## src/rtl/mem_port_arbiter_pkg.sv

```systemverilog
// mem_arb_pkg: shared definitions for the memory port arbiter.
//   - default address/data widths and the width of the internal counters
//   - arbiter state encoding (IDLE / ACCESS / RESP)
//   - access owner encoding (fetch stage vs. load/store path)
package mem_arb_pkg;

  localparam int DEF_ADDR_WIDTH = 32;
  localparam int DEF_DATA_WIDTH = 32;
  // Wait-state and starvation counts both fit in 0..15.
  localparam int CNT_WIDTH      = 4;

  typedef enum logic [1:0] {
    ST_IDLE   = 2'd0,
    ST_ACCESS = 2'd1,
    ST_RESP   = 2'd2
  } state_t;

  typedef enum logic {
    OWN_IF = 1'b0,
    OWN_D  = 1'b1
  } owner_t;

endpackage

```

## src/rtl/mem_port_arbiter_if.sv

```systemverilog
// mem_port_arbiter_if: bundle of every signal between the arbiter, its two
// requesters (IF fetch, D load/store) and the single-ported memory.
//   IF side : if_req, if_addr -> ; <- if_rdata, if_ready, if_stall
//   D side  : d_req, d_we, d_addr, d_wdata -> ; <- d_rdata, d_ready, d_stall
//   memory  : <- mem_en, mem_we, mem_addr, mem_wdata ; mem_rdata ->
// Modport slave is the arbiter's view; master is the requester/memory view.
interface mem_port_arbiter_if
  import mem_arb_pkg::*;
#(
  parameter int ADDR_WIDTH = DEF_ADDR_WIDTH,
  parameter int DATA_WIDTH = DEF_DATA_WIDTH
);

  logic                  if_req;
  logic [ADDR_WIDTH-1:0] if_addr;
  logic [DATA_WIDTH-1:0] if_rdata;
  logic                  if_ready;
  logic                  if_stall;

  logic                  d_req;
  logic                  d_we;
  logic [ADDR_WIDTH-1:0] d_addr;
  logic [DATA_WIDTH-1:0] d_wdata;
  logic [DATA_WIDTH-1:0] d_rdata;
  logic                  d_ready;
  logic                  d_stall;

  logic                  mem_en;
  logic                  mem_we;
  logic [ADDR_WIDTH-1:0] mem_addr;
  logic [DATA_WIDTH-1:0] mem_wdata;
  logic [DATA_WIDTH-1:0] mem_rdata;

  modport slave (
    input  if_req, if_addr, d_req, d_we, d_addr, d_wdata, mem_rdata,
    output if_rdata, if_ready, if_stall, d_rdata, d_ready, d_stall,
           mem_en, mem_we, mem_addr, mem_wdata
  );

  modport master (
    output if_req, if_addr, d_req, d_we, d_addr, d_wdata, mem_rdata,
    input  if_rdata, if_ready, if_stall, d_rdata, d_ready, d_stall,
           mem_en, mem_we, mem_addr, mem_wdata
  );

endinterface

```

## src/rtl/mem_port_arbiter_wait_counter.sv

```systemverilog
// mem_wait_counter: loadable down-counter with a zero flag.
//   clk, reset  : clock, asynchronous active-high reset (count <= RESET_VAL)
//   i_load      : load i_load_val (has priority over i_dec)
//   i_load_val  : value to load
//   i_dec       : decrement by one; holds at zero instead of wrapping
//   o_zero      : count is zero
module mem_wait_counter #(
  parameter int               WIDTH     = 4,
  parameter logic [WIDTH-1:0] RESET_VAL = '0
) (
  input  logic             clk,
  input  logic             reset,
  input  logic             i_load,
  input  logic [WIDTH-1:0] i_load_val,
  input  logic             i_dec,
  output logic             o_zero
);

  logic [WIDTH-1:0] r_count;

  always_ff @(posedge clk or posedge reset) begin
    if (reset) begin
      r_count <= RESET_VAL;
    end else if (i_load) begin
      r_count <= i_load_val;
    end else if (i_dec && (r_count != '0)) begin
      r_count <= r_count - 1'b1;
    end
  end

  assign o_zero = (r_count == '0);

endmodule

```

## src/rtl/mem_port_arbiter.sv

```systemverilog
// mem_port_arbiter: shares one single-ported memory between the fetch stage
// (IF) and the load/store path (D). Each access is IDLE -> ACCESS (WAIT_STATES+1
// cycles) -> RESP (one-cycle ready pulse to the owner). D wins ties.
//   clk   : system clock, rising edge
//   reset : asynchronous active-high reset
//   bus   : mem_port_arbiter_if.slave (requesters, memory, stall outputs)
// Optional macro ARB_STARVE_GUARD_EN: after STARVE_LIMIT consecutive D grants
// made while IF was waiting, IF wins the next arbitration.
module mem_port_arbiter
  import mem_arb_pkg::*;
#(
  parameter int ADDR_WIDTH   = DEF_ADDR_WIDTH,
  parameter int DATA_WIDTH   = DEF_DATA_WIDTH,
  parameter int WAIT_STATES  = 1,
  parameter int STARVE_LIMIT = 3
) (
  input logic               clk,
  input logic               reset,
  mem_port_arbiter_if.slave bus
);

  localparam logic [CNT_WIDTH-1:0] C_WAIT = CNT_WIDTH'(WAIT_STATES);

  state_t                r_state,     w_state_next;
  owner_t                r_owner,     w_owner_next;
  logic                  r_mem_en,    w_mem_en_next;
  logic                  r_mem_we,    w_mem_we_next;
  logic [ADDR_WIDTH-1:0] r_mem_addr,  w_mem_addr_next;
  logic [DATA_WIDTH-1:0] r_mem_wdata, w_mem_wdata_next;
  logic [DATA_WIDTH-1:0] r_if_rdata,  w_if_rdata_next;
  logic [DATA_WIDTH-1:0] r_d_rdata,   w_d_rdata_next;
  logic                  r_if_ready,  w_if_ready_next;
  logic                  r_d_ready,   w_d_ready_next;

  logic w_wait_load, w_wait_dec, w_wait_zero;
  logic w_force_if, w_pick_d, w_pick_if, w_grant_d, w_grant_if;

  mem_wait_counter #(
    .WIDTH     (CNT_WIDTH),
    .RESET_VAL ({CNT_WIDTH{1'b0}})
  ) u_wait (
    .clk        (clk),
    .reset      (reset),
    .i_load     (w_wait_load),
    .i_load_val (C_WAIT),
    .i_dec      (w_wait_dec),
    .o_zero     (w_wait_zero)
  );

`ifdef ARB_STARVE_GUARD_EN
  localparam logic [CNT_WIDTH-1:0] C_STARVE = CNT_WIDTH'(STARVE_LIMIT);
  logic w_starve_zero;

  // Counts down from STARVE_LIMIT on each D grant taken while IF is waiting;
  // reaching zero means IF has been passed over STARVE_LIMIT times in a row.
  mem_wait_counter #(
    .WIDTH     (CNT_WIDTH),
    .RESET_VAL (C_STARVE)
  ) u_starve (
    .clk        (clk),
    .reset      (reset),
    .i_load     (w_grant_if),
    .i_load_val (C_STARVE),
    .i_dec      (w_grant_d & bus.if_req),
    .o_zero     (w_starve_zero)
  );

  assign w_force_if = bus.if_req & w_starve_zero;
`else
  assign w_force_if = 1'b0;
`endif

  assign w_pick_d   = bus.d_req & ~w_force_if;
  assign w_pick_if  = bus.if_req & ~w_pick_d;
  assign w_grant_d  = (r_state == ST_IDLE) & w_pick_d;
  assign w_grant_if = (r_state == ST_IDLE) & w_pick_if;

  always_comb begin
    w_state_next     = r_state;
    w_owner_next     = r_owner;
    w_mem_en_next    = r_mem_en;
    w_mem_we_next    = r_mem_we;
    w_mem_addr_next  = r_mem_addr;
    w_mem_wdata_next = r_mem_wdata;
    w_if_rdata_next  = r_if_rdata;
    w_d_rdata_next   = r_d_rdata;
    w_if_ready_next  = 1'b0;
    w_d_ready_next   = 1'b0;
    w_wait_load      = 1'b0;
    w_wait_dec       = 1'b0;

    case (r_state)
      ST_IDLE: begin
        if (w_grant_d) begin
          w_owner_next     = OWN_D;
          w_mem_addr_next  = bus.d_addr;
          w_mem_wdata_next = bus.d_wdata;
          w_mem_we_next    = bus.d_we;
        end else if (w_grant_if) begin
          w_owner_next     = OWN_IF;
          w_mem_addr_next  = bus.if_addr;
          w_mem_wdata_next = '0;
          w_mem_we_next    = 1'b0;
        end
        if (w_grant_d || w_grant_if) begin
          w_mem_en_next = 1'b1;
          w_wait_load   = 1'b1;
          w_state_next  = ST_ACCESS;
        end
      end

      ST_ACCESS: begin
        if (!w_wait_zero) begin
          w_wait_dec = 1'b1;
        end else begin
          // Last access cycle: memory data is valid now. Stores leave rdata alone.
          if (!r_mem_we) begin
            if (r_owner == OWN_D) w_d_rdata_next  = bus.mem_rdata;
            else                  w_if_rdata_next = bus.mem_rdata;
          end
          w_if_ready_next = (r_owner == OWN_IF);
          w_d_ready_next  = (r_owner == OWN_D);
          w_mem_en_next   = 1'b0;
          w_mem_we_next   = 1'b0;
          w_state_next    = ST_RESP;
        end
      end

      ST_RESP: begin
        w_state_next = ST_IDLE;
      end

      default: begin
        w_state_next = ST_IDLE;
      end
    endcase
  end

  always_ff @(posedge clk or posedge reset) begin
    if (reset) begin
      r_state     <= ST_IDLE;
      r_owner     <= OWN_IF;
      r_mem_en    <= 1'b0;
      r_mem_we    <= 1'b0;
      r_mem_addr  <= '0;
      r_mem_wdata <= '0;
      r_if_rdata  <= '0;
      r_d_rdata   <= '0;
      r_if_ready  <= 1'b0;
      r_d_ready   <= 1'b0;
    end else begin
      r_state     <= w_state_next;
      r_owner     <= w_owner_next;
      r_mem_en    <= w_mem_en_next;
      r_mem_we    <= w_mem_we_next;
      r_mem_addr  <= w_mem_addr_next;
      r_mem_wdata <= w_mem_wdata_next;
      r_if_rdata  <= w_if_rdata_next;
      r_d_rdata   <= w_d_rdata_next;
      r_if_ready  <= w_if_ready_next;
      r_d_ready   <= w_d_ready_next;
    end
  end

  assign bus.mem_en    = r_mem_en;
  assign bus.mem_we    = r_mem_we;
  assign bus.mem_addr  = r_mem_addr;
  assign bus.mem_wdata = r_mem_wdata;
  assign bus.if_rdata  = r_if_rdata;
  assign bus.d_rdata   = r_d_rdata;
  assign bus.if_ready  = r_if_ready;
  assign bus.d_ready   = r_d_ready;
  assign bus.if_stall  = bus.if_req & ~r_if_ready;
  assign bus.d_stall   = bus.d_req & ~r_d_ready;

endmodule

```

## src/flat_wrapper.sv

```systemverilog
// flat-port wrapper written by rule: the top's interface ports become plain ports
module mem_port_arbiter_flat import mem_arb_pkg::*;
#(
  parameter int ADDR_WIDTH   = DEF_ADDR_WIDTH,
  parameter int DATA_WIDTH   = DEF_DATA_WIDTH,
  parameter int WAIT_STATES  = 1,
  parameter int STARVE_LIMIT = 3
)
  (clk, reset, bus_if_req, bus_if_addr, bus_d_req, bus_d_we, bus_d_addr, bus_d_wdata, bus_mem_rdata, bus_if_rdata, bus_if_ready, bus_if_stall, bus_d_rdata, bus_d_ready, bus_d_stall, bus_mem_en, bus_mem_we, bus_mem_addr, bus_mem_wdata);
  mem_port_arbiter_if #(.ADDR_WIDTH(ADDR_WIDTH), .DATA_WIDTH(DATA_WIDTH)) bus_i ();
  input logic clk;
  input logic reset;
  input wire logic [$bits(bus_i.if_req)-1:0] bus_if_req;
  input wire logic [$bits(bus_i.if_addr)-1:0] bus_if_addr;
  input wire logic [$bits(bus_i.d_req)-1:0] bus_d_req;
  input wire logic [$bits(bus_i.d_we)-1:0] bus_d_we;
  input wire logic [$bits(bus_i.d_addr)-1:0] bus_d_addr;
  input wire logic [$bits(bus_i.d_wdata)-1:0] bus_d_wdata;
  input wire logic [$bits(bus_i.mem_rdata)-1:0] bus_mem_rdata;
  output wire logic [$bits(bus_i.if_rdata)-1:0] bus_if_rdata;
  output wire logic [$bits(bus_i.if_ready)-1:0] bus_if_ready;
  output wire logic [$bits(bus_i.if_stall)-1:0] bus_if_stall;
  output wire logic [$bits(bus_i.d_rdata)-1:0] bus_d_rdata;
  output wire logic [$bits(bus_i.d_ready)-1:0] bus_d_ready;
  output wire logic [$bits(bus_i.d_stall)-1:0] bus_d_stall;
  output wire logic [$bits(bus_i.mem_en)-1:0] bus_mem_en;
  output wire logic [$bits(bus_i.mem_we)-1:0] bus_mem_we;
  output wire logic [$bits(bus_i.mem_addr)-1:0] bus_mem_addr;
  output wire logic [$bits(bus_i.mem_wdata)-1:0] bus_mem_wdata;
  assign bus_i.if_req = bus_if_req;
  assign bus_i.if_addr = bus_if_addr;
  assign bus_i.d_req = bus_d_req;
  assign bus_i.d_we = bus_d_we;
  assign bus_i.d_addr = bus_d_addr;
  assign bus_i.d_wdata = bus_d_wdata;
  assign bus_i.mem_rdata = bus_mem_rdata;
  assign bus_if_rdata = bus_i.if_rdata;
  assign bus_if_ready = bus_i.if_ready;
  assign bus_if_stall = bus_i.if_stall;
  assign bus_d_rdata = bus_i.d_rdata;
  assign bus_d_ready = bus_i.d_ready;
  assign bus_d_stall = bus_i.d_stall;
  assign bus_mem_en = bus_i.mem_en;
  assign bus_mem_we = bus_i.mem_we;
  assign bus_mem_addr = bus_i.mem_addr;
  assign bus_mem_wdata = bus_i.mem_wdata;
  mem_port_arbiter #(.ADDR_WIDTH(ADDR_WIDTH), .DATA_WIDTH(DATA_WIDTH), .WAIT_STATES(WAIT_STATES), .STARVE_LIMIT(STARVE_LIMIT)) u_core (.clk(clk), .reset(reset), .bus(bus_i));
endmodule
```

## config.mk

```make
export PLATFORM = sky130hd
export DESIGN_NAME = mem_port_arbiter_flat
export DESIGN_NICKNAME = d
export VERILOG_FILES = /design/src/rtl/mem_port_arbiter_pkg.sv /design/src/rtl/mem_port_arbiter_if.sv /design/src/rtl/mem_port_arbiter_wait_counter.sv /design/src/rtl/mem_port_arbiter.sv /design/src/flat_wrapper.sv
export SDC_FILE = /design/constraint.sdc
export NUM_CORES = 1
export LEC_CHECK = 0
export BUFFER_PORTS_ARGS = -buffer_cell sky130_fd_sc_hd__buf_2
export CORE_MARGIN = 3
export CORE_UTILIZATION = 40
export DETAILED_ROUTE_END_ITERATION = 7
export PLACE_DENSITY = 0.71
export SKIP_CTS_REPAIR_TIMING = 1
export SKIP_LAST_GASP = 1
export SLEW_MARGIN = 10
export SYNTH_ARGS = -nofsm -noshare
export SYNTH_HDL_FRONTEND = slang
export SYNTH_SLANG_ARGS = --single-unit
```

## constraint.sdc

```tcl
create_clock -name clk -period 4.94 [get_ports clk]
set_input_delay 0.494 -clock clk [delete_from_list [all_inputs] [get_ports clk]]
set_output_delay 0.494 -clock clk [all_outputs]
set_load 0.01 [all_outputs]
```

# --- Word-level counts from Yosys, hierarchy flattened ---
# Index checks and enable logic that the tools add are counted.
# Widths: inputs -> output; s select.
word_totals:
  input_bits: 133
  wordCells: 64
  out_inout_bits: 134
  reg_bits: 139
classes:
  n_mux: 24
  n_reduce_logical: 14
  eq_ne: 4
  addsub: 1
  n_bitwise: 10
ops:
  columns: ["op", "n"]
  rows:
  - ["$mux 32", 4]
  - ["$mux 1", 13]
  - ["$mux 4", 2]
  - ["$reduce_and 4->1", 2]
  - ["$reduce_and 3->1", 2]
  - ["$reduce_bool 2->1", 3]
  - ["$and 1x1->1", 5]
  - ["$not 1->1", 5]
  - ["$logic_not 4->1", 1]
  - ["$mux 2", 2]
  - ["$pmux 1 s2", 2]
  - ["$pmux 2 s2", 1]
  - ["$reduce_and 2->1", 2]
  - ["$reduce_bool 4->1", 1]
  - ["$sub 4x1->4 const B", 1]
  - ["$ne 3x1->1 const B", 1]
  - ["$eq 2x1->1 const B", 1]
  - ["$logic_not 2->1", 1]
  - ["$ne 2x1->1 const B", 1]
  - ["$ne 2x2->1 const B", 1]
  - ["$logic_and 1x1->1", 1]
  - ["$logic_or 1x1->1", 1]

# --- Longest topological paths before layout ---
logic_depth:
  ltp_word: 7
  depth_mapped: 7
  mapped_depth_nobuf: 5

# --- Cells and area by module ---
# A second synthesis with hierarchy kept.
hier_totals:
  hier_cells: 417
  hier_area_um2: 5595.4
modules_own_cells:
  columns: ["module", "area_per_inst_um2", "cells_each", "n_inst", "seq_area_each_um2"]
  rows:
  - ["mem_port_arbiter", 5333.9, 389, 1, 3378.2]
  - ["mem_wait_counter", 261.5, 28, 1, 100.1]

# --- Least setup slack after synthesis ---
# OpenSTA, ideal clock, no wires.
synth_path:
  path_type: "input port to output port"
  start: "in bus_d_req"
  end: "out bus_d_stall"
  t_arrival_ns: 1.376
  path_slack_ns: 3.070
  cell_stages: 3
  required_time_ns: 4.446
  n_path_buf: 2
  path_cell_list: "buf_2 buf_1 nor2b_1"
synth_between:
  elab_chain_len: 1
synth_lines:
  columns: ["element", "line", "source"]
  rows:
  - ["start: declaration", "flat_wrapper.sv:15", "input wire logic [$bits(bus_i.d_req)-1:0] bus_d_req;"]
  - ["$and 1x1->1", "mem_port_arbiter.sv:174", "assign bus.d_stall = bus.d_req & ~r_d_ready;"]
  - ["end: declaration", "flat_wrapper.sv:25", "output wire logic [$bits(bus_i.d_stall)-1:0] bus_d_stall;"]
# No other way between the ends.

# --- Final worst setup path ---
layout_path:
  start: "in bus_d_req"
  end: "reg u_core.r_mem_we, in the netlist u_core.bus.mem_we"
layout_between:
  elab_chain_len: 5
  word_cells_on_any_way: 8
  classes_between: "1 x eq/ne; 2 x mux; 4 x bitwise; 1 x reduce/logical"
layout_lines:
  columns: ["element", "line", "source"]
  rows:
  - ["$not 1->1", "mem_port_arbiter.sv:74", "assign w_pick_if = bus.if_req & ~w_pick_d;"]
  - ["$and 1x1->1", "mem_port_arbiter.sv:74", null]
  - ["$and 1x1->1", "mem_port_arbiter.sv:76", "assign w_grant_if = (r_state == ST_IDLE) & w_pick_if;"]
  - ["$ne 3x1->1 (no line)", null, null]
  - ["$reduce_and 3->1 (no line)", null, null]
  - ["end signal: assignment", "mem_port_arbiter.sv:155", "r_mem_we <= w_mem_we_next;"]
  - ["end: declaration", "mem_port_arbiter.sv:27", "logic r_mem_we, w_mem_we_next;"]
# Several ways; a longest one is shown, not always the timed one.
# A chain may end at the register's enable or synchronous reset.

==> impl_metrics.json <==
{
  "status": "completed",
  "ant_nets": 0,
  "cp_max_fo": 67,
  "period_share": 0.561,
  "hold_violations": 0,
  "avgRoutedWirePerCell_um": 16.3,
  "grt_usage": 0.175,
  "p_leak_uw": 0.00387,
  "grt_pass1_wl_mm": 22.2,
  "synth_top_area_cell": "dfrtp_1",
  "synth.avg_cell_area_um2": 13.7,
  "final_util": 0.569,
  "via_count": 4293,
  "reg2reg_to": "u_core.bus.if_rdata[1]",
  "core-area_um2": 13500,
  "ys.flop_type": "dfrtp_1",
  "die_h_um": 124,
  "first_iter_violations": 203,
  "rr_startpoint": "u_core.u_wait.r_count[0]",
  "diodes": 0,
  "initial_core_util": 0.417,
  "syn_nets": 543,
  "cts.sinks": 139,
  "tritoncts": "yes",
  "dr.pass1.iters": 6,
  "viasPerCell": 5.04,
  "synth_top_area_share": 0.620,
  "syn_to_final_growth_pct": 36.6,
  "route.detailed.drc": 0,
  "root_buffer": "clkbuf_16",
  "cp.required_ns": 5.23,
  "antenna_found_initial": 0,
  "finalNetCount": 798,
  "fin_crit_ns": 2.77,
  "htreeDepth": 4,
  "post-place-cells": 820,
  "grt.overflow.total": 0,
  "ios": 267,
  "cap_violations": 0,
  "cts.path.max_buffers": 2,
  "yosysSeqAreaShare": 0.620,
  "syn_area_um2": 5610,
  "fp-row-count": 42,
  "max_freq_ghz": 0.361,
  "cts_buffers": 17,
  "design.die.area_um2": 15500,
  "yosys.cell_types.count": 29,
  "slew_viol_final": 0,
  "ff2ff_path_depth": 5,
  "worst_pin_slew_ns": 1.19,
  "rsz0062_at_grt": "false",
  "p_per_area_nw_per_um2": 678,
  "relSlewSlack": 0.209,
  "fin_cells": 852,
  "tns_ns": 0,
  "clk_pin_slew_worst_paths_ns": 0.06,
  "grt_pass1_vias": 4477,
  "wirelength_mm": 13.8,
  "synth_edf_count": 0,
  "finClkSkew_ns": 0.00874,
  "end_kind": "flop",
  "die_w_um": 124,
  "startpoint_type": "input port",
  "synth.area.top_cells": "dfrtp_1, mux2_1, mux2_2",
  "r2r_slack_ns": 2.46,
  "grt_max_degree": 89,
  "ys_ff_latch": 139,
  "layout-drive-gt1-share": 0.504,
  "yosysWarnings": 0,
  "hold_path_class": "input port to async pin",
  "setup_violations": 0,
  "crit_arrival_ns": 3.06,
  "setup.worst_path.class": "input port to flop",
  "netlist_instances": 408,
  "detailed_place_hpwl_mm": 9.94,
  "worstSkewPairLatency_ns": 0.40,
  "port_buffers": 266,
  "ys_async_sr_fraction": 1.00,
  "place_congestion": 0.816,
  "ir_drop_mv": 0.249
}
==> where the power goes <==
part	switching, µW	internal, µW	leakage, µW
clock	487	826	0.000297
combinational	992	887	0.00191
sequential	311	1680	0.00166
==> worst max-delay path by stage <==
stage,startpoint,end,slack [ns],cells past startpoint
3_5_place_dp,bus_d_req,u_core.bus.mem_we,1.73,6
6_report,bus_d_req,u_core.bus.mem_we,2.17,6
2_1_floorplan,reset,u_core.bus.d_rdata[0],0.72,1
4_1_cts,bus_d_req,u_core.bus.mem_we,2.16,6
3_3_place_gp,bus_d_req,u_core.bus.mem_we,1.82,6
5_1_grt,bus_d_req,u_core.bus.mem_we,1.95,6
==> registers in the layout, indices dropped and copies added (netlist names), 2 cells and up <==
name / cells
u_core.bus.if_rdata: 32
u_core.bus.mem_addr: 32
u_core.bus.mem_wdata: 32
u_core.bus.d_rdata: 32
u_core.u_wait.r_count: 4
u_core.r_state: 2
==> through the flow <==
| stage | power, µW | hold WS, ns | cell area [µm²] | setup slack [ns] |
|---|---|---|---|---|
| 6_report | 5190 | 0.249 | 7660 | 2.17 |
| 3_5_place_dp | 3910 | 0.469 | 7040 | 1.73 |
| 3_3_place_gp | 3830 | 0.461 | 7040 | 1.82 |
| 5_1_grt | 5520 | 0.286 | 7660 | 1.95 |
| 2_1_floorplan | 3110 | 0.454 | 5610 | 0.721 |
| 4_1_cts | 5240 | 0.279 | 7660 | 2.16 |
==> cell type report <==
cell class	instances	area, µm²
fillers	1144	5800
flip-flops and latches	139	3480
multi-input cells	230	1960
repair buffers	270	1360
clock buffers	20	457
well taps	176	220
clock inverters	12	159
inverters	5	23.8
==> critical path, stage by stage <==
cell and delay, ns:
buf_2 0.07, buf_4 0.46, or2_2 0.20, buf_4 0.48
nand2_1 0.81, a32o_1 0.53
==> cell families after synthesis <==
kind of cell / after synthesis / synth area share
adder cells (fa/ha/maj): 2 / 0.00446
AO/OA/AOI/OAI: 105 / 0.126
multiplexers: 98 / 0.189
AND/OR/NAND/NOR: 25 / 0.0272
buffers and inverters: 39 / 0.0330
flip-flops: 139 / 0.620
==> layer usage <==
layer	vias up	wire (µm)	part of all wire	global-route usage
li1	2020	-	-	-
met1	2092	5990	0.43	0.218
met2	173	6810	0.49	0.298
met3	8	945	0.068	0.0566
met4	0	99	0.0071	0.0387
met5	-	0	0	0
==> placed cells by master, fill, tap and decap left out, types with 2 or more instances in the layout <==
master | netlist | routed
mux2i_1 | 34 | 34
dfrtp_1 | 139 | 139
mux2_2 | 32 | 32
mux2_1 | 32 | 32
buf_4 | 0 | 4
nor2b_1 | 3 | 3
bufinv_16 | 0 | 3
clkbuf_8 | 0 | 2
clkbuf_16 | 0 | 17
inv_1 | 5 | 4
a31oi_1 | 32 | 32
a21oi_1 | 33 | 33
clkinv_4 | 0 | 2
clkinv_2 | 0 | 2
ha_1 | 2 | 2
buf_2 | 13 | 266
nand2_1 | 6 | 6
a22o_1 | 33 | 33
nor2_1 | 4 | 3
clkinvlp_4 | 0 | 2
nor3_1 | 3 | 3
o21ai_0 | 3 | 3
inv_6 | 0 | 4
==> Yosys cell counts (2+ instances only) <==
master	n
a21oi_1	33
a22o_1	33
a31oi_1	32
and4b_1	2
buf_1	7
buf_2	13
buf_6	3
clkbuf_1	11
dfrtp_1	139
ha_1	2
inv_1	5
mux2_1	32
mux2_2	32
mux2i_1	34
nand2_1	6
nand3_1	2
nor2_1	4
nor2b_1	3
nor3_1	3
o21ai_0	3
(Power assumes the default switching activity.)
